--- src/rtl/cdc_pkg.sv ---
// Shared types and helpers for the ordered reset-release sequencer.
package cdc_pkg;

  typedef enum logic [2:0] {HOLD, RELEASE, WAIT_ACK, GAP, DONE} seq_state_e;

  // Width needed to hold the largest terminal value any state compares against.
  function automatic int cnt_width(input int hold, input int gap, input int tmo);
    int m;
    m = hold;
    if (gap > m) m = gap;
    if (tmo > m) m = tmo;
    return (m < 1) ? 1 : $clog2(m + 1);
  endfunction

endpackage

--- src/rtl/cdc_seq_timer.sv ---
// Shared up-counter with clear and terminal-count compare against a per-state limit.
module cdc_seq_timer #(
  parameter int CNT_W = 8
) (
  input  logic             clk,
  input  logic             clr,
  input  logic             en,
  input  logic [CNT_W-1:0] limit,
  output logic             tc
);

  logic [CNT_W-1:0] count;

  always_ff @(posedge clk) begin
    if (clr) begin
      count <= '0;
    end else if (en) begin
      count <= count + CNT_W'(1);
    end
  end

  assign tc = (count == limit);

endmodule

--- src/rtl/cdc_reset_sequencer.sv ---
// Holds all downstream resets, then releases them one domain at a time,
// waiting for each domain's ready (with timeout) before moving on.
module cdc_reset_sequencer
  import cdc_pkg::*;
#(
  parameter int NUM_DOMAINS = 4,
  parameter int HOLD_CYCLES = 16,
  parameter int GAP_CYCLES  = 4,
  parameter int ACK_TIMEOUT = 64
) (
  input  logic                   clk,
  input  logic                   srst,
  input  logic                   sw_rst_req,
  input  logic [NUM_DOMAINS-1:0] dom_ready,
  output logic [NUM_DOMAINS-1:0] dom_rst_n,
  output logic                   all_ready,
  output logic                   busy,
  output logic                   timeout_err,
  output logic [(NUM_DOMAINS > 1 ? $clog2(NUM_DOMAINS) : 1)-1:0] err_domain
);

  localparam int IDX_W = (NUM_DOMAINS > 1) ? $clog2(NUM_DOMAINS) : 1;
  localparam int CNT_W = cnt_width(HOLD_CYCLES, GAP_CYCLES, ACK_TIMEOUT);
  localparam logic [CNT_W-1:0] HOLD_LIM = CNT_W'(HOLD_CYCLES);
  localparam logic [CNT_W-1:0] ACK_LIM  = CNT_W'(ACK_TIMEOUT - 1);
  localparam logic [CNT_W-1:0] GAP_LIM  = CNT_W'((GAP_CYCLES > 0) ? GAP_CYCLES - 1 : 0);
  localparam logic [IDX_W-1:0] LAST_IDX = IDX_W'(NUM_DOMAINS - 1);
  localparam logic [NUM_DOMAINS-1:0] DOM0 = NUM_DOMAINS'(1);

  seq_state_e             state, state_next;
  logic [IDX_W-1:0]       idx, idx_next, err_next;
  logic [NUM_DOMAINS-1:0] rst_n_next;
  logic                   all_ready_next, tmo_next, ack;
  logic                   cnt_clr, cnt_en, cnt_tc;
  logic [CNT_W-1:0]       cnt_limit;

  // Mask-based select avoids a degenerate index when there is a single domain.
  assign ack  = |(dom_ready & (DOM0 << idx));
  assign busy = (state != DONE);

  cdc_seq_timer #(
    .CNT_W(CNT_W)
  ) u_timer (
    .clk  (clk),
    .clr  (cnt_clr),
    .en   (cnt_en),
    .limit(cnt_limit),
    .tc   (cnt_tc)
  );

  always_comb begin
    state_next     = state;
    idx_next       = idx;
    rst_n_next     = dom_rst_n;
    all_ready_next = 1'b0;
    tmo_next       = timeout_err;
    err_next       = err_domain;
    cnt_en         = 1'b1;
    cnt_limit      = HOLD_LIM;

    case (state)
      HOLD: begin
        if (cnt_tc) begin
          rst_n_next[0] = 1'b1;
          idx_next      = '0;
          state_next    = WAIT_ACK;
        end
      end
      WAIT_ACK: begin
        cnt_limit = ACK_LIM;
        // A late ack still advances; a missing one is logged and skipped.
        if (ack || cnt_tc) begin
          if (!ack) begin
            tmo_next = 1'b1;
            if (!timeout_err) err_next = idx;
          end
          if (idx == LAST_IDX) state_next = DONE;
          else state_next = (GAP_CYCLES == 0) ? RELEASE : GAP;
        end
      end
      GAP: begin
        cnt_limit = GAP_LIM;
        if (cnt_tc) state_next = RELEASE;
      end
      RELEASE: begin
        idx_next   = idx + IDX_W'(1);
        rst_n_next = dom_rst_n | (DOM0 << idx_next);
        state_next = WAIT_ACK;
      end
      DONE: begin
        cnt_en         = 1'b0;
        all_ready_next = &dom_ready;
      end
      default: state_next = HOLD;
    endcase

    // Software re-reset restarts the whole hold; error history is kept.
    if (sw_rst_req) begin
      state_next     = HOLD;
      idx_next       = '0;
      rst_n_next     = '0;
      all_ready_next = 1'b0;
      tmo_next       = timeout_err;
      err_next       = err_domain;
    end

    cnt_clr = srst || sw_rst_req || (state_next != state);
  end

  always_ff @(posedge clk) begin
    if (srst) begin
      state       <= HOLD;
      idx         <= '0;
      dom_rst_n   <= '0;
      all_ready   <= 1'b0;
      timeout_err <= 1'b0;
      err_domain  <= '0;
    end else begin
      state       <= state_next;
      idx         <= idx_next;
      dom_rst_n   <= rst_n_next;
      all_ready   <= all_ready_next;
      timeout_err <= tmo_next;
      err_domain  <= err_next;
    end
  end

endmodule

--- config.mk ---
export PLATFORM = sky130hd
export DESIGN_NAME = cdc_reset_sequencer
export DESIGN_NICKNAME = d
export VERILOG_FILES = /design/src/rtl/cdc_pkg.sv /design/src/rtl/cdc_seq_timer.sv /design/src/rtl/cdc_reset_sequencer.sv
export SDC_FILE = /design/constraint.sdc
export NUM_CORES = 1
export LEC_CHECK = 0
export CAP_MARGIN = 40
export CORE_MARGIN = 10
export CORE_UTILIZATION = 35
export DETAILED_ROUTE_END_ITERATION = 10
export PLACE_DENSITY = 0.64
export SLEW_MARGIN = 0
export SYNTH_ARGS = -nofsm -noshare
export SYNTH_HDL_FRONTEND = slang
export SYNTH_HIERARCHICAL = 1
export SYNTH_SLANG_ARGS = --single-unit
--- constraint.sdc ---
create_clock -name clk -period 2.95 [get_ports clk]
set_input_delay 0.7375 -clock clk [delete_from_list [all_inputs] [get_ports clk]]
set_output_delay 0.7375 -clock clk [all_outputs]
set_load 0.03 [all_outputs]
# Word level (Yosys, flattened, before mapping)

Cells that the tools add are included.

Flip-flop bits (word level): 20
Memories kept: 0
Memory bits (writable): 0
ROM bits: 0
Output and inout bits: 9
Input bits: 7
Latch bits: 0
Word-level logic and storage cells: 50

Equality and inequality tests: 9
Multipliers: 0
Bitwise logic cells: 6
Div/mod/pow operators: 0
Reductions and logical operators: 12
Magnitude comparators: 0
Add/sub/neg operators: 2
Muxes and demuxes: 11
Shifts and indexed selects: 2

Operator list:

| operator                                            | count |
|---|---|
| 2-to-1 mux 3 bit                                    | 5 |
| one-hot mux 3 bit (5 select lines)                  | 1 |
| one-hot mux 6 bit (2 select lines)                  | 1 |
| AND reduction 4 bit                                 | 2 |
| left shift 1 x 2 -> 4 bit, first input constant     | 2 |
| adder 7 x 1 -> 7 bit, second input constant         | 1 |
| equality test 7 x 6 -> 1 bit                        | 1 |
| equality test 3 x 2 -> 1 bit, second input constant | 2 |
| AND reduction 5 bit                                 | 1 |
| AND 4 bit                                           | 1 |
| NOT 1 bit                                           | 4 |
| bitwise OR 4 bit                                    | 1 |
| one-hot mux 2 bit (2 select lines)                  | 1 |
| OR reduction 4 bit                                  | 1 |
| equality test 3 x 1 -> 1 bit, second input constant | 1 |
| equality test 3 bit, second input constant          | 1 |
| logical NOT 3 bit                                   | 1 |
| logical OR 1 bit                                    | 3 |
| inequality test 3 bit                               | 1 |
| inequality test 3 bit, second input constant        | 1 |
| OR reduction 3 bit                                  | 1 |
| adder 2 x 1 -> 2 bit, second input constant         | 1 |
| equality test 2 bit, second input constant          | 1 |
| 2-to-1 mux 2 bit                                    | 1 |
| other kinds (6)                                     | 6 |

# Depth between registers and ports, before layout

Gate-level depths: netlist of the first run.

Word-level depth: 9
Mapped depth: 12
Depth with buffers taken out: 11

# Hierarchy

Netlist of the first run, hierarchy kept.

By module, submodules not included:

| module              | sequential area each (sq um) | instances | area an instance (sq um) | cells an instance |
|---|---|---|---|---|
| cdc_reset_sequencer | 260.2                        | 1         | 760.7                    | 87 |
| cdc_seq_timer       | 140.1                        | 1         | 364.1                    | 40 |

# Worst setup path after synthesis of the first run

OpenSTA, ideal clock, no wires.

Path kind: register to register
Start point: reg state[1]
End point: reg u_timer.count[0]
Library setup time: 120 ps
Arrival time: 2118 ps
Slack: 712 ps
Clock period less this slack: 2238 ps
Required time: 2830 ps
Path buffers: 1
Stages on the path, launching flop included: 12
Cell sequence: dfxtp_1 > buf_2 > nand2b_1 > nor2_1 > xnor2_1 > nand4_1 > nor4_1 > nand2b_1 > o311ai_2 > nor2_1 > or3_1 > nor2_1

Word-level cells in the longest chain between the ends: 9
Elaborated cells on any way between the ends: 15
Classes of those cells: eq/ne (6); mux (6); reduce/logical (3)

Ends and longest elaborated chain:

| item                                   | RTL line                   | text |
|---|---|---|
| start, declared                        | cdc_reset_sequencer.sv:30  | `seq_state_e state, state_next;` |
| start signal, assigned                 | cdc_reset_sequencer.sv:119 | `state <= state_next;` |
| equality test 3 x 2 -> 1 bit           | cdc_reset_sequencer.sv:61  | `case (state)` |
| one-hot mux 6 bit (2 select lines) (*) | cdc_reset_sequencer.sv:61  |  |
| via cnt_limit[2]                       | cdc_reset_sequencer.sv:35  | `logic [CNT_W-1:0] cnt_limit;` |
| equality test 7 x 6 -> 1 bit (*)       | cdc_seq_timer.sv:22        | `assign tc = (count == limit);` |
| via cnt_tc                             | cdc_reset_sequencer.sv:34  | `logic cnt_clr, cnt_en, cnt_tc;` |
| logical OR 1 bit                       | cdc_reset_sequencer.sv:72  | `if (ack \|\| cnt_tc) begin` |
| 2-to-1 mux 3 bit                       | cdc_reset_sequencer.sv:72  |  |
| one-hot mux 3 bit (5 select lines) (*) | cdc_reset_sequencer.sv:61  |  |
| 2-to-1 mux 3 bit (*)                   | cdc_reset_sequencer.sv:98  | `if (sw_rst_req) begin` |
| inequality test 3 bit (*)              | cdc_reset_sequencer.sv:107 | `cnt_clr = srst \|\| sw_rst_req \|\| (state_next != state);` |
| logical OR 1 bit (*)                   | cdc_reset_sequencer.sv:107 |  |
| via cnt_clr                            | cdc_reset_sequencer.sv:34  |  |
| end signal, assigned                   | cdc_seq_timer.sv:18        | `count <= count + CNT_W'(1);` |
| end, declared                          | cdc_seq_timer.sv:12        | `logic [CNT_W-1:0] count;` |

The timed path passes the listed nets; every way through them passes the cells marked *.
A chain may end at the register's enable or synchronous reset.

# Worst setup path after layout of the first run

Start point: reg state[2]
End point: out busy

Word-level cells in the longest chain between the ends: 1

Ends and longest elaborated chain:

| item                  | RTL line                  | text |
|---|---|---|
| inequality test 3 bit | cdc_reset_sequencer.sv:39 | `assign busy = (state != DONE);` |
| end, declared         | cdc_reset_sequencer.sv:17 | `output logic busy,` |

Every way passes these cells.

==> reports/metrics.yaml, run 1 <==
hold_path:
  min_path_type: "flop to flop"
drt:
  vias: 944
  vias_per_cell: 5.02
  drt-total-wl_um: 2330
  drcViolationCount: 0
  drtIter0Drc: 65
  antenna_left: 0
  firstDrtPassIters: 4
  wire_per_inst_um: 12.4
cts:
  clk_latency_ns: 0.30
  root_buffer: "clkbuf_4"
  cts_sinks: 20
  tritoncts: "built"
  clockBufferDepth: 2
  clkSlewWorstSetupHoldPaths_ns: 0.12
  cts_hold_buf: 0
  numCtsBuffers: 3
  h-tree-depth: 1
  cts_setup_buffers: 0
  ctsResizeCount: 0
worst_setup_path:
  worstPathRequired_ns: 2.21
  crit_arrival_ns: 1.99
  slowest_delay_ns: 0.65
  worstPathBufferInverterCount: 1
  setup.worst_path.end_class: "output pin"
  worstSetupStartpointType: "flop"
  crit_type: "flop to output pin"
  slowest_stage: "clkdlybuf4s50_1"
  cp_cell_sequence: "or3b_1 > clkdlybuf4s50_1"
  crit_fanout: 8
  cp_top_family: "buffers and inverters"
sta:
  max_clock_freq_mhz: 367
  whs_ns: 0.489
  slew_violations: 0
  setup_viol: 0
  rsz0062_at_grt: "no"
  period_share: 0.924
  period_minus_slack_ns: 2.73
  skew_ns: 0.00391
  tns_ns: 0
  finalHoldViolCount: 0
placement:
  finalWeightedCongestion: 0.819
  io_buffers: 15
  hpwl_um: 1840
synthesis:
  yosysTopAreaCellShare: 0.356
  synth_fp_nets: 143
  ys_ff_latch: 20
  synth_cells: 127
  syn_area_per_cell_sq_um: 8.86
  synth-seq-area-share: 0.356
  synth_cell_types: 35
  syn_area_sq_um: 1120
  yosysTopAreaCell: "dfxtp_1"
  ys_warn_count: 6
  synth_area_leaders: "dfxtp_1 36%, ha_1 10%, nor2_1 6.0%"
layout:
  antenna_cells: 0
  nNetsFinal: 161
  num-fill-cells: 312
  final_common_cell: "dfxtp_1"
  mostFrequentLayoutCells: "20 x dfxtp_1, 18 x nor2_1, 15 x clkdlybuf4s50_1"
  synthToLayoutAreaGrowth_pct: 20.5
  drive_gt1_frac: 0.0833
floorplanning:
  start_util: 0.368
  fp.dieH_um: 76.7
  placeableCoreArea_sq_um: 3050
  ioPinCount: 16
  die_w_um: 76.7
  rows: 20
  dieArea_sq_um: 5880
global_routing:
  grt_overflow_total: 0
  grt_max_degree: 12
  grt_first_pass_wirelength_um: 3990
  antenna_found_initial: 0
  grt_usage: 0.0799
  grt_pass1_vias: 942
pwr:
  powerDensity_nw_per_um2: 339
  power.leakage_uw: 0.000545
  ir_drop_mv: 0.253
run:
  maxCapViolCount: 0
run_status:
  status: "finished, final reports clean"
==> sequential cells by signal (all words and copies together) (netlist names) <==
register and cells:
u_timer/count 7, dom_rst_n 4, state 3, err_domain 2
idx 2, all_ready 1, timeout_err 1
==> synthesized netlist by cell type, drive strengths merged <==
cell	n
a22oi	3
nor3b	1
mux2i	4
xnor2	5
or2	1
o21ai	6
nor2b	1
and4	1
nor4	1
inv	5
a21oi	10
buf	4
o31ai	1
a41o	1
nand2b	2
nand2	5
a31oi	1
or3b	1
and2	3
ha	9
or3	3
dfxtp	20
nand4	5
o311ai	1
xor2	6
nor2	19
nor4b	2
nor3	2
conb	1
nand3	3
==> path summary, 6_finish.rpt <==
path / start / endpoint / slack (ns) / cells after the start
worst min-delay path: dom_rst_n[0]$_SDFFE_PP0P_ / dom_rst_n[0]$_SDFFE_PP0P_ / 0.49 / 2
worst min register to register: dom_rst_n[0]$_SDFFE_PP0P_ / dom_rst_n[0]$_SDFFE_PP0P_ / 0.49 / 2
worst max-delay path: state[2]$_SDFF_PP0_ / busy / 0.22 / 2
worst max register to register: state[1]$_SDFF_PP0_ / u_timer/count[5]$_SDFFE_PP0P_ / 0.48 / 10
==> through the flow <==
stage	worst slack, ns	util	total power [uW]	area (sq um)	std cells
6_report	0.223	0.444	460	1360	188
5_1_grt	0.152	0.444	478	1360	188
4_1_cts	0.217	0.444	465	1360	188
3_5_place_dp	0.396	0.432	305	1320	184
3_3_place_gp	0.456	0.432	304	1320	184
2_1_floorplan	0.712	-	293	1120	127
==> where the power goes <==
group	internal [uW]	switching [uW]	leakage, uW
Sequential	271	2.06	0.000161
Combinational	13.1	12.4	0.000363
Clock	75.3	85.4	0.0000210
Total	360	99.9	0.000545
==> metal layers <==
| metal | vias up | GRT usage | part of all wire |
|---|---|---|---|
| met1 | 440 | 0.0819 | 0.44 |
| met3 | 6 | 0.0385 | 0.067 |
| met4 | 0 | 0.0242 | 0.015 |
| li1 | 474 | - | - |
| met5 | - | 0 | 0 |
| met2 | 24 | 0.140 | 0.48 |
==> cells by family (layout without fill, tap and decap cells) <==
family / count (synthesis) / after routing / synth area share
other cells: 1 / 1 / 0.00333
flops: 20 / 20 / 0.356
fa+ha+maj: 9 / 9 / 0.100
xor+xnor: 11 / 11 / 0.0856
buf+inv: 9 / 26 / 0.0400
simple gates: 50 / 50 / 0.248
mux: 4 / 4 / 0.0356
compound gates: 23 / 23 / 0.131
==> final cells by class <==
class                      instances  area (sq um)  share of cell area
inverter                           5          18.8              0.0139
sequential                        20           400               0.295
tap                               44          55.1              0.0406
multi-input combinational         98           679               0.501
timing repair buffer              17           165               0.122
clock buffer                       4          36.3              0.0268
==> tightest hold or removal path, stage by stage (launching register included) <==
cell and delay (ns):
dfxtp_1 0.35, a21oi_1 0.04, nor2_1 0.07
Note: power is estimated with default switching activity, not from simulation.
==> inputs of run 2 (changes only) <==
--- a/config.mk
+++ b/config.mk
@@ -6,10 +6,9 @@
 export NUM_CORES = 1
 export LEC_CHECK = 0
 export CAP_MARGIN = 40
-export CORE_MARGIN = 10
-export CORE_UTILIZATION = 35
+export CORE_UTILIZATION = 30
 export DETAILED_ROUTE_END_ITERATION = 10
-export PLACE_DENSITY = 0.64
+export PLACE_DENSITY = 0.58
 export SLEW_MARGIN = 0
 export SYNTH_ARGS = -nofsm -noshare
 export SYNTH_HDL_FRONTEND = slang
==> run 2 against run 1 <==
Die area decreased by 32%. Sequential share of layout area down 0.46 points. Final cell count up 1.1%. Largest cell class unchanged. Largest power group unchanged.
==> reports/metrics.yaml, run 2 (synthesis gave the netlist of run 1 again) <==
layout:
  antenna_cells: 0
  mostFrequentLayoutCells: "20 x dfxtp_1, 18 x nor2_1, 15 x clkdlybuf4s50_1"
  seqCellArea_sq_um: 400
  multi_input_area_sq_um: 679
  num-fill-cells: 380
  max_flop_register: "u_timer/count"
  top_regs: "u_timer/count (7), dom_rst_n (4), state (3)"
  largest_register_ffs: 7
  nNetsFinal: 161
  drive_gt1_frac: 0.0833
  final_common_cell: "dfxtp_1"
  synthToLayoutAreaGrowth_pct: 22.4
worst_setup_path:
  crit_fanout: 15
  worstSetupStartpointType: "flop"
  r2r_cells: 12
  crit_arrival_ns: 1.97
  r2r_start: "state[1]$_SDFF_PP0_"
  ff2ff_setup_slack_ns: 0.50
  regToRegEndpoint: "u_timer/count[6]$_SDFFE_PP0P_"
  crit_type: "flop to output pin"
  setup.worst_path.end_class: "output pin"
  worstPathRequired_ns: 2.21
cts:
  root_buffer: "clkbuf_8"
  cts_hold_buf: 0
  clk_latency_ns: 0.26
  h-tree-depth: 1
  clockBufferDepth: 2
  ctsResizeCount: 0
  cts_setup_buffers: 0
  tritoncts: "built"
  clkSlewWorstSetupHoldPaths_ns: 0.07
  cts_sinks: 20
  numCtsBuffers: 3
pwr:
  ir_drop_mv: 0.217
  powerDensity_nw_per_um2: 371
  power.leakage_uw: 0.000552
drt:
  antenna_left: 0
  wire_per_inst_um: 11.8
  vias_per_cell: 4.74
  firstDrtPassIters: 4
  drt-total-wl_um: 2250
  drtIter0Drc: 46
  drcViolationCount: 0
  vias: 901
global_routing:
  grt_max_degree: 16
  grt_pass1_vias: 930
  antenna_found_initial: 0
  grt_overflow_total: 0
  grt_usage: 0.124
  grt_first_pass_wirelength_um: 3960
hold_path:
  min_path_type: "flop to flop"
  min_to: "dom_rst_n[1]$_SDFFE_PP0P_"
  min_from: "dom_rst_n[1]$_SDFFE_PP0P_"
  whs_path_depth: 2
sta:
  period_minus_slack_ns: 2.71
  period_share: 0.918
  max_clock_freq_mhz: 369
  tns_ns: 0
  setup_viol: 0
  whs_ns: 0.482
  slew_violations: 0
  finalHoldViolCount: 0
  rsz0062_at_grt: "no"
  skew_ns: 0.00126
floorplanning:
  ioPinCount: 16
  start_util: 0.324
  rows: 21
  die_w_um: 63.2
  placeableCoreArea_sq_um: 3470
  fp.dieH_um: 63.2
  dieArea_sq_um: 4000
run_status:
  status: "finished, final reports clean"
placement:
  finalWeightedCongestion: 0.774
  io_buffers: 15
  hpwl_um: 1730
run:
  maxCapViolCount: 0
==> run 2: worst max path at each step <==
| stage | to | slack (ns) | cells past startpoint | from |
|---|---|---|---|---|
| 2_1_floorplan | u_timer/count[0]$_SDFFE_PP0P_ | 0.71 | 11 | state[1]$_SDFF_PP0_ |
| 3_3_place_gp | u_timer/count[0]$_SDFFE_PP0P_ | 0.51 | 11 | state[1]$_SDFF_PP0_ |
| 3_5_place_dp | u_timer/count[5]$_SDFFE_PP0P_ | 0.51 | 12 | state[1]$_SDFF_PP0_ |
| 4_1_cts | busy | 0.23 | 2 | state[0]$_SDFF_PP0_ |
| 5_1_grt | busy | 0.15 | 2 | state[0]$_SDFF_PP0_ |
| 6_report | busy | 0.24 | 2 | state[0]$_SDFF_PP0_ |
==> run 2: metrics by stage <==
step / util / worst slack, ns / cells / cell area (sq um) / power, uW
after global routing: 0.397 / 0.153 / 190 / 1380 / 533
after global placement: 0.381 / 0.515 / 186 / 1320 / 306
after detailed placement: 0.381 / 0.508 / 186 / 1320 / 307
after CTS: 0.397 / 0.228 / 190 / 1380 / 519
final: 0.397 / 0.243 / 190 / 1380 / 510
after floorplan: - / 0.712 / 127 / 1120 / 293
==> run 2: layer usage <==
metal  track usage  wire, um  vias to the layer above
li1              -         -                      475
met1         0.145      1030                      412
met2         0.220      1130                       12
met3        0.0380        72                        2
met4        0.0256        17                        0
met5             0         0                        -
==> run 2: critical path, cell delays in order (launching register included) <==
cell             delay, ns
dfxtp_1               0.63
or3b_1                0.36
clkdlybuf4s50_1       0.72
==> run 2: power breakdown <==
group | leakage [uW] | switching (uW) | internal, uW | total, uW
clock network | 0.0000288 | 90.8 | 119 | 210
registers | 0.000161 | 2.34 | 271 | 273
logic | 0.000362 | 12.9 | 14.0 | 27.0
==> run 2: final cells by class <==
cell class / count / share of cell area
timing repair buffer: 17 / 0.120
multi-input combinational: 98 / 0.494
clock buffer: 4 / 0.0400
sequential: 20 / 0.291
inverter: 5 / 0.0136
tap: 46 / 0.0418
